--- src/rtl/alu_cmd_issuer.sv ---
// alu_cmd_issuer
//   Buffers ALU commands in a small FIFO and issues them one at a time to a
//   combinational 4-bit ALU. Each issued command's result and flags are
//   captured and returned over a response channel. A command may optionally
//   replace operand A with the previously captured result (chaining).
//
//   Handshakes: a transfer happens on a rising edge where valid and ready are
//   both high. The producer holds valid and data stable until that edge. The
//   consumer may change ready freely.
//
// Ports
//   i_clk, i_rst            clock, synchronous active-high reset
//   i_cmd_*                 command channel (valid, op, a, b, chain)
//   o_cmd_ready             FIFO not full (registered count only)
//   o_alu_a/b/ctrl          registered operands / op select to the ALU
//   i_alu_res/car/of        ALU result and flags
//   o_rsp_*, i_rsp_ready    response channel (valid, res, car, of, op)
//   o_busy                  FSM not idle or FIFO non-empty
//   o_count                 FIFO occupancy
//   o_of_cnt                saturating count of overflowing responses
//   o_state                 FSM state (0 idle, 1 issue, 2 resp)
module alu_cmd_issuer #(
    parameter int DEPTH = 4
) (
    input  logic                       i_clk,
    input  logic                       i_rst,
    input  logic                       i_cmd_valid,
    output logic                       o_cmd_ready,
    input  logic [2:0]                 i_cmd_op,
    input  logic [3:0]                 i_cmd_a,
    input  logic [3:0]                 i_cmd_b,
    input  logic                       i_cmd_chain,
    output logic [3:0]                 o_alu_a,
    output logic [3:0]                 o_alu_b,
    output logic [2:0]                 o_alu_ctrl,
    input  logic [3:0]                 i_alu_res,
    input  logic                       i_alu_car,
    input  logic                       i_alu_of,
    output logic                       o_rsp_valid,
    input  logic                       i_rsp_ready,
    output logic [3:0]                 o_rsp_res,
    output logic                       o_rsp_car,
    output logic                       o_rsp_of,
    output logic [2:0]                 o_rsp_op,
    output logic                       o_busy,
    output logic [$clog2(DEPTH):0]     o_count,
    output logic [3:0]                 o_of_cnt,
    output logic [1:0]                 o_state
);

    localparam int AW = $clog2(DEPTH);
    localparam int CW = AW + 1;

    typedef enum logic [1:0] {
        ST_IDLE  = 2'd0,
        ST_ISSUE = 2'd1,
        ST_RESP  = 2'd2
    } state_t;

    state_t          r_state;
    state_t          w_state_next;
    logic            w_pop;
    logic            w_push;

    // FIFO entry layout: {op[11:9], a[8:5], b[4:1], chain[0]}
    logic [11:0]     r_mem [DEPTH];
    logic [AW-1:0]   r_wr_ptr;
    logic [AW-1:0]   r_rd_ptr;
    logic [CW-1:0]   r_count;
    logic [11:0]     w_head;

    logic [3:0]      r_alu_a;
    logic [3:0]      r_alu_b;
    logic [2:0]      r_alu_ctrl;
    logic [3:0]      r_last_res;
    logic [3:0]      r_rsp_res;
    logic            r_rsp_car;
    logic            r_rsp_of;
    logic [2:0]      r_rsp_op;
    logic [3:0]      r_of_cnt;

    assign o_cmd_ready = (r_count != CW'(DEPTH));
    assign w_push      = i_cmd_valid && o_cmd_ready;
    assign w_head      = r_mem[r_rd_ptr];

    // State register
    always_ff @(posedge i_clk) begin
        if (i_rst) begin
            r_state <= ST_IDLE;
        end else begin
            r_state <= w_state_next;
        end
    end

    // Next state and pop decision
    always_comb begin
        w_state_next = r_state;
        w_pop        = 1'b0;
        case (r_state)
            ST_IDLE: begin
                if (r_count != '0) begin
                    w_pop        = 1'b1;
                    w_state_next = ST_ISSUE;
                end
            end
            ST_ISSUE: w_state_next = ST_RESP;
            ST_RESP: begin
                if (i_rsp_ready) begin
                    w_state_next = ST_IDLE;
                end
            end
            default: w_state_next = ST_IDLE;
        endcase
    end

    // FIFO storage needs no reset: reads are gated by the occupancy count.
    always_ff @(posedge i_clk) begin
        if (w_push) begin
            r_mem[r_wr_ptr] <= {i_cmd_op, i_cmd_a, i_cmd_b, i_cmd_chain};
        end
    end

    // FIFO pointers, count, operand registers, response capture
    always_ff @(posedge i_clk) begin
        if (i_rst) begin
            r_wr_ptr   <= '0;
            r_rd_ptr   <= '0;
            r_count    <= '0;
            r_alu_a    <= '0;
            r_alu_b    <= '0;
            r_alu_ctrl <= '0;
            r_last_res <= '0;
            r_rsp_res  <= '0;
            r_rsp_car  <= 1'b0;
            r_rsp_of   <= 1'b0;
            r_rsp_op   <= '0;
            r_of_cnt   <= '0;
        end else begin
            if (w_push) begin
                r_wr_ptr <= r_wr_ptr + AW'(1);
            end
            if (w_pop) begin
                r_rd_ptr   <= r_rd_ptr + AW'(1);
                // Chain reads last_res as it stands at pop time; issue is
                // serial so this is the result of the preceding command.
                r_alu_a    <= w_head[0] ? r_last_res : w_head[8:5];
                r_alu_b    <= w_head[4:1];
                r_alu_ctrl <= w_head[11:9];
            end
            case ({w_push, w_pop})
                2'b10:   r_count <= r_count + CW'(1);
                2'b01:   r_count <= r_count - CW'(1);
                default: r_count <= r_count;
            endcase
            if (r_state == ST_ISSUE) begin
                r_rsp_res  <= i_alu_res;
                r_rsp_car  <= i_alu_car;
                r_rsp_of   <= i_alu_of;
                r_rsp_op   <= r_alu_ctrl;
                r_last_res <= i_alu_res;
                if (i_alu_of && (r_of_cnt != 4'd15)) begin
                    r_of_cnt <= r_of_cnt + 4'd1;
                end
            end
        end
    end

    assign o_alu_a     = r_alu_a;
    assign o_alu_b     = r_alu_b;
    assign o_alu_ctrl  = r_alu_ctrl;
    assign o_rsp_valid = (r_state == ST_RESP);
    assign o_rsp_res   = r_rsp_res;
    assign o_rsp_car   = r_rsp_car;
    assign o_rsp_of    = r_rsp_of;
    assign o_rsp_op    = r_rsp_op;
    assign o_busy      = (r_state != ST_IDLE) || (r_count != '0);
    assign o_count     = r_count;
    assign o_of_cnt    = r_of_cnt;
    assign o_state     = r_state;

endmodule

--- config.mk ---
export PLATFORM = sky130hd
export DESIGN_NAME = alu_cmd_issuer
export DESIGN_NICKNAME = d
export VERILOG_FILES = /design/src/rtl/alu_cmd_issuer.sv
export SDC_FILE = /design/constraint.sdc
export NUM_CORES = 1
export LEC_CHECK = 0
export CORE_MARGIN = 4
export CORE_UTILIZATION = 35
export CTS_CLUSTER_SIZE = 10
export DETAILED_ROUTE_END_ITERATION = 16
export GPL_ROUTABILITY_DRIVEN = 0
export HOLD_SLACK_MARGIN = 0.03
export RECOVER_POWER = 100
export SETUP_SLACK_MARGIN = 0.02
export SLEW_MARGIN = 20
export SYNTH_ARGS = -nofsm -noshare
export SYNTH_HDL_FRONTEND = slang
export SYNTH_SLANG_ARGS = --single-unit
--- constraint.sdc ---
create_clock -name i_clk -period 3.2 [get_ports i_clk]
set_clock_uncertainty 0.2 [all_clocks]
set_input_delay 0.64 -clock i_clk [delete_from_list [all_inputs] [get_ports i_clk]]
set_output_delay 0.64 -clock i_clk [all_outputs]
set_load 0.03 [all_outputs]
Yosys cells after proc, flatten, opt, wreduce, memory -nomap -nowiden

Memory sizes are Yosys's and may differ from the RTL's. A register that Yosys moved wholly into a read port is not among the register bits.
Index checks and enable logic that the tools add are counted.

Logic and storage cells: 46
Bits of input ports: 22
Memories kept: 1
Register bits after elaboration: 33
Output and inout bits: 32
RAM bits: 48

Multiplexer cells: 11
Add/sub/neg operators: 5
Equality and inequality tests: 8
Reductions and logical operators: 9

Memory list:

| name  | depth | bits a word | rd ports | clocked after Yosys merged registers in | write ports | line | text |
|---|---|---|---|---|---|---|---|
| r_mem | 4     | 12          | 1        | 1                                       | 1           | 66   | `logic [11:0] r_mem [DEPTH];` |

Operator list:

| operator                                                           | count |
|---|---|
| 2-bit 2-to-1 mux                                                   | 4 |
| 2-bit one-hot mux with 3 select lines                              | 1 |
| 3-bit one-hot mux with 2 select lines                              | 1 |
| 2-bit by 1-bit adder with 2-bit output, second input constant      | 2 |
| 4-bit by 1-bit adder with 4-bit output, second input constant      | 1 |
| 2-bit by 1-bit == test with 1-bit output, second input constant    | 2 |
| 2-bit == test, second input constant                               | 2 |
| 1-bit 2-to-1 mux                                                   | 4 |
| 4-bit 2-to-1 mux                                                   | 1 |
| 4-bit != test, second input constant                               | 1 |
| 2-bit AND reduction                                                | 2 |
| 2-bit nonzero test                                                 | 2 |
| 3-bit by 1-bit adder with 3-bit output, second input constant      | 1 |
| 3-bit != test, second input constant                               | 1 |
| 3-bit nonzero test                                                 | 1 |
| 3-bit by 1-bit subtractor with 3-bit output, second input constant | 1 |
| 1-bit logical AND                                                  | 2 |
| 2-bit zero test                                                    | 1 |
| 2-bit by 1-bit != test with 1-bit output, second input constant    | 1 |
| 2-bit != test, second input constant                               | 1 |
| 1-bit logical OR                                                   | 1 |

Logic depth before layout (Yosys ltp)

Gate-level depths: netlist of run 1.

Depth in word-level cells: 5
Depth in mapped cells: 9

Least setup slack after synthesis of run 1

OpenSTA, ideal clock, no wires.

Path type: reg-to-reg
Start: reg r_count[2] (netlist: o_count[2])
End: reg r_count[2] (netlist: o_count[2])
Data required time: 2.930 ns
Data arrival time: 2.337 ns
Cell stages (with the launch flop): 10
Path slack: 0.593 ns
Period minus slack after synthesis: 2.607 ns
Cells stage by stage: dfxtp_1 -> or3b_1 -> buf_2 -> nand2_1 -> ha_1 -> inv_1 -> fa_1 -> xor2_1 -> or3_1 -> a21oi_1

RTL lines:

| item                                                                               | line | text |
|---|---|---|
| start, declared                                                                    | 69   | `logic [CW-1:0] r_count;` |
| start signal, assigned                                                             | 151  | `2'b10: r_count <= r_count + CW'(1);` |
| start signal, assigned                                                             | 152  | `2'b01: r_count <= r_count - CW'(1);` |
| start signal, assigned                                                             | 153  | `default: r_count <= r_count;` |
| 3-bit != test (*)                                                                  | 82   | `assign o_cmd_ready = (r_count != CW'(DEPTH));` |
| named net o_cmd_ready                                                              | 28   | `output logic o_cmd_ready,` |
| 1-bit logical AND (*)                                                              | 83   | `assign w_push = i_cmd_valid && o_cmd_ready;` |
| 2-bit by 1-bit == test with 1-bit output / 2-bit == test (equally long branches)   | 150  | `case ({w_push, w_pop})` |
| 3-bit one-hot mux with 2 select lines / 2-bit nonzero test (equally long branches) | --   |  |

The timed path passes the listed nets; every way through them passes the cells marked *.
A chain may end at the register's enable or synchronous reset.

Worst setup path after layout of run 1

Start: reg r_count[2] (netlist: o_count[2])
End: out o_cmd_ready

Word-level cells in the longest chain between the ends: 1

Ends and longest elaborated chain:

| item          | line |
|---|---|
| 3-bit != test | 82 |
| end, declared | 28 |

Every way passes these cells.

==> results_dict.tcl, run 1 <==
set metrics [dict create \
    endpoint "o_cmd_ready" \
    timing.reg2reg.setup_slack_ps 490 \
    hp-class "flop to flop" \
    cts.root.buffer_cell "sky130_fd_sc_hd__clkbuf_8" \
    grt_antenna_before_repair 0 \
    drt-initial-drc-count 98 \
    crit_path_top_delay_cell "sky130_fd_sc_hd__dlygate4sd3_1" \
    critPathMaxFanout 10 \
    source_of_the_worst_hold_timing_path "o_rsp_op[2]$_SDFFE_PP0P_" \
    synth.avg_cell_area_um2 13.6 \
    postCtsHoldBufs 0 \
    design.die.area_um2 10800 \
    pin_count_of_the_biggest_net_entering_global_routing 35 \
    post_cts.repair.setup_buffers 0 \
    worst-endpoint-required_ps 2360 \
    power.density_nw_per_um2 846 \
    post_synth_edffs 48 \
    finalSetupViolations 0 \
    timing_hold_violations_final 0 \
    synth_common_cells "sky130_fd_sc_hd__edfxtp_1 (48), sky130_fd_sc_hd__dfxtp_1 (35), sky130_fd_sc_hd__a21oi_1 (31)" \
    final_core_util 0.459 \
    final.min_clock_period_ps 2840 \
    remaining_drc_errors 0 \
    sum_of_negative_setup_slack_ps 0 \
    fp-row-count 34 \
    postSynth.asyncResetShare 0 \
    maximum_root_to_sink_buffer_count 2 \
    holdWs_ps 252 \
    critical_path_max_stage_delay_ps 740 \
    timing.max_slew.rel_slack -0.00925 \
    synth_cell_type_count 33 \
    synth_top_cell_area_share 0.447 \
    crit-reg2reg-launch "o_state[0]$_SDFFE_PP0P_" \
    via_per_inst 4.94 \
    cts_max_level 3 \
    design_power_total_w 0.00344 \
    max_cap_violations 1 \
    drt_wl_total_mm 6.20 \
    timing.final.crit_share 0.889 \
    average_wire_per_standard_cell_um 15.2 \
    synthCells 238 \
    design.final.nets 323 \
    fmax_mhz 352 \
    arrival_ps 2000 \
    post_layout_nonfiller_instances 407 \
    fraction_of_layout_cells_with_a_size_suffix_above_1 0.0970 \
    cts.clk_slew.worst_paths_ps 80 \
    synthMostInstantiatedCell "sky130_fd_sc_hd__edfxtp_1" \
    unrepaired_setup_endpoints_after_global_routing "no" \
    cp_cell_sequence "or3b_1 -> dlygate4sd3_1" \
    first_pass_iters 4 \
    core_um2 8850 \
    crit_type "flop to output pin" \
    antenna_cells 0 \
    synth.net_count 267 \
    synth_largest_area_cell "sky130_fd_sc_hd__edfxtp_1" \
    synth.yosys.warnings 0 \
    vias 2011 \
    initial_cell_density_of_the_core 0.365 \
    synth_sequential_area_ratio 0.664 \
    violations_in_the_final_reports "max-capacitance violations, max-slew violations" \
    die_x_um 104 \
    post_synth_main_area_contributors "sky130_fd_sc_hd__edfxtp_1 (45%), sky130_fd_sc_hd__dfxtp_1 (22%), sky130_fd_sc_hd__mux4_2 (7.0%)" \
    leakage_nw 1.45 \
    antenna_left 0 \
    cts.repair.resized 0 \
    timing.rr.end "o_count[2]$_SDFFE_PP0P_" \
    worst_setup_path_end_kind "output pin" \
    place_hpwl_mm 4.27 \
    grt_use_total 0.123 \
    grt_pass1_wl_mm 10.4 \
    dp_cells 391 \
    ys_seq_elements 83 \
    tritoncts_num_sinks 83 \
    first_global_vias 2018 \
    drv_slew 35 \
    num_io_pins 54 \
    flow.area_growth_from_synthesis_pct 25.9 \
    cts_buffers 9 \
    reg2reg_depth 8 \
    chipHeight_um 104 \
    cell_area_after_synthesis_um2 3230 \
    critical_path.startpoint_type "flop" \
    ir_worst_vdd_v 0.000268 \
    run_status "finished, violations left" \
    tightestPinTransition_ps 1510 \
    setup.worst_path.start "o_count[2]$_SDFFE_PP0P_" \
    buffer_ports.inserted 53 \
    synthFlopType "sky130_fd_sc_hd__edfxtp_1" \
    tritoncts "done" \
    clock_insertion_delay_worst_skew_ps 350 \
    overflow 0 \
]
metal layers:
layer | GRT usage | part of all wire | vias to the layer above
met3 | 0.0521 | 0.062 | 11
met4 | 0.0399 | 0.013 | 0
met2 | 0.183 | 0.46 | 62
met1 | 0.163 | 0.46 | 938
li1 | - | - | 1000
met5 | 0 | 0 | -
layout make-up:
cell class	instances	area, um2
repair buffers	59	564
fillers	812	4780
multi-input cells	134	997
clock inverters	6	71.3
inverters	7	26.3
flip-flops and latches	83	2140
well taps	108	135
clock buffers	10	128
power breakdown:
part | internal, W | leakage (nW) | total, W | switching, W
clock | 0.000367 | 0.0935 | 0.000745 | 0.000378
sequential | 0.00131 | 0.726 | 0.00145 | 0.000136
combinational | 0.000506 | 0.629 | 0.00125 | 0.000740
total | 0.00219 | 1.45 | 0.00344 | 0.00125
worst max-delay path: cells and delay by family, from the launching register on:
family	cells	cell delay [ps]
simple gates	1	500
buf+inv	1	740
flops	1	410
cell usage in the layout, fill, tap and decap left out, drive strengths merged, types with 2 or more instances in the layout:
master,instances
buf,3
nand2,20
nor3,3
nor2,5
mux4,12
a211oi,4
edfxtp,48
o31ai,2
clkinvlp,2
or3b,2
o21ai,11
a21oi,31
inv,9
nor2b,2
xor2,2
clkdlybuf4s50,6
dlygate4sd3,47
dfxtp,35
and3,5
ha,6
nand2b,2
nand3,11
mux2i,4
clkbuf,13
or3,4
a21o,2
cells by family (layout without fill, tap and decap cells):
kind of cell | Yosys count | in the layout | share of synthesized area
AO/OA/AOI/OAI | 51 | 51 | 0.0857
XOR/XNOR | 2 | 2 | 0.00543
adder cells (fa/ha/maj) | 7 | 7 | 0.0295
buffers and inverters | 21 | 82 | 0.0275
flip-flops | 83 | 83 | 0.664
multiplexers | 16 | 16 | 0.0985
AND/OR/NAND/NOR | 58 | 58 | 0.0899
worst min path at each step:
stage | to | slack, ps | cells after the start
after CTS | o_rsp_op[1]$_SDFFE_PP0P_ | 260 | 2
after detailed placement | o_rsp_of$_SDFFE_PP0P_ | 250 | 2
final | o_rsp_op[2]$_SDFFE_PP0P_ | 250 | 2
after floorplan | flop | 250 | 2
after global routing | o_rsp_op[2]$_SDFFE_PP0P_ | 280 | 2
after global placement | o_rsp_car$_SDFFE_PP0P_ | 240 | 2
stage by stage:
step	setup slack, ps	instance area, um2
3_3_place_gp	483	3880
5_1_grt	258	4060
3_5_place_dp	439	3880
2_1_floorplan	593	3230
4_1_cts	440	4080
6_report	357	4060
sequential cells by signal, indices dropped and copies added, names as in the netlist, named ones only:
signal / cells
o_alu_a: 4
o_alu_b: 4
o_alu_ctrl: 3
o_count: 3
o_of_cnt: 4
o_rsp_car: 1
o_rsp_of: 1
o_rsp_op: 3
o_rsp_res: 4
o_state: 2
r_mem: 48
r_rd_ptr: 2
r_wr_ptr: 2
Power figures use the tool's default switching activity.
==> inputs of run 2 (changes only) <==
Settings changed: CAP_MARGIN from default to 20, HOLD_SLACK_MARGIN 0.03 to default, TNS_END_PERCENT from default to 30.
==> results of run 2 <==
Same layout as run 1: the final DEF is identical, and so are final timing and power.
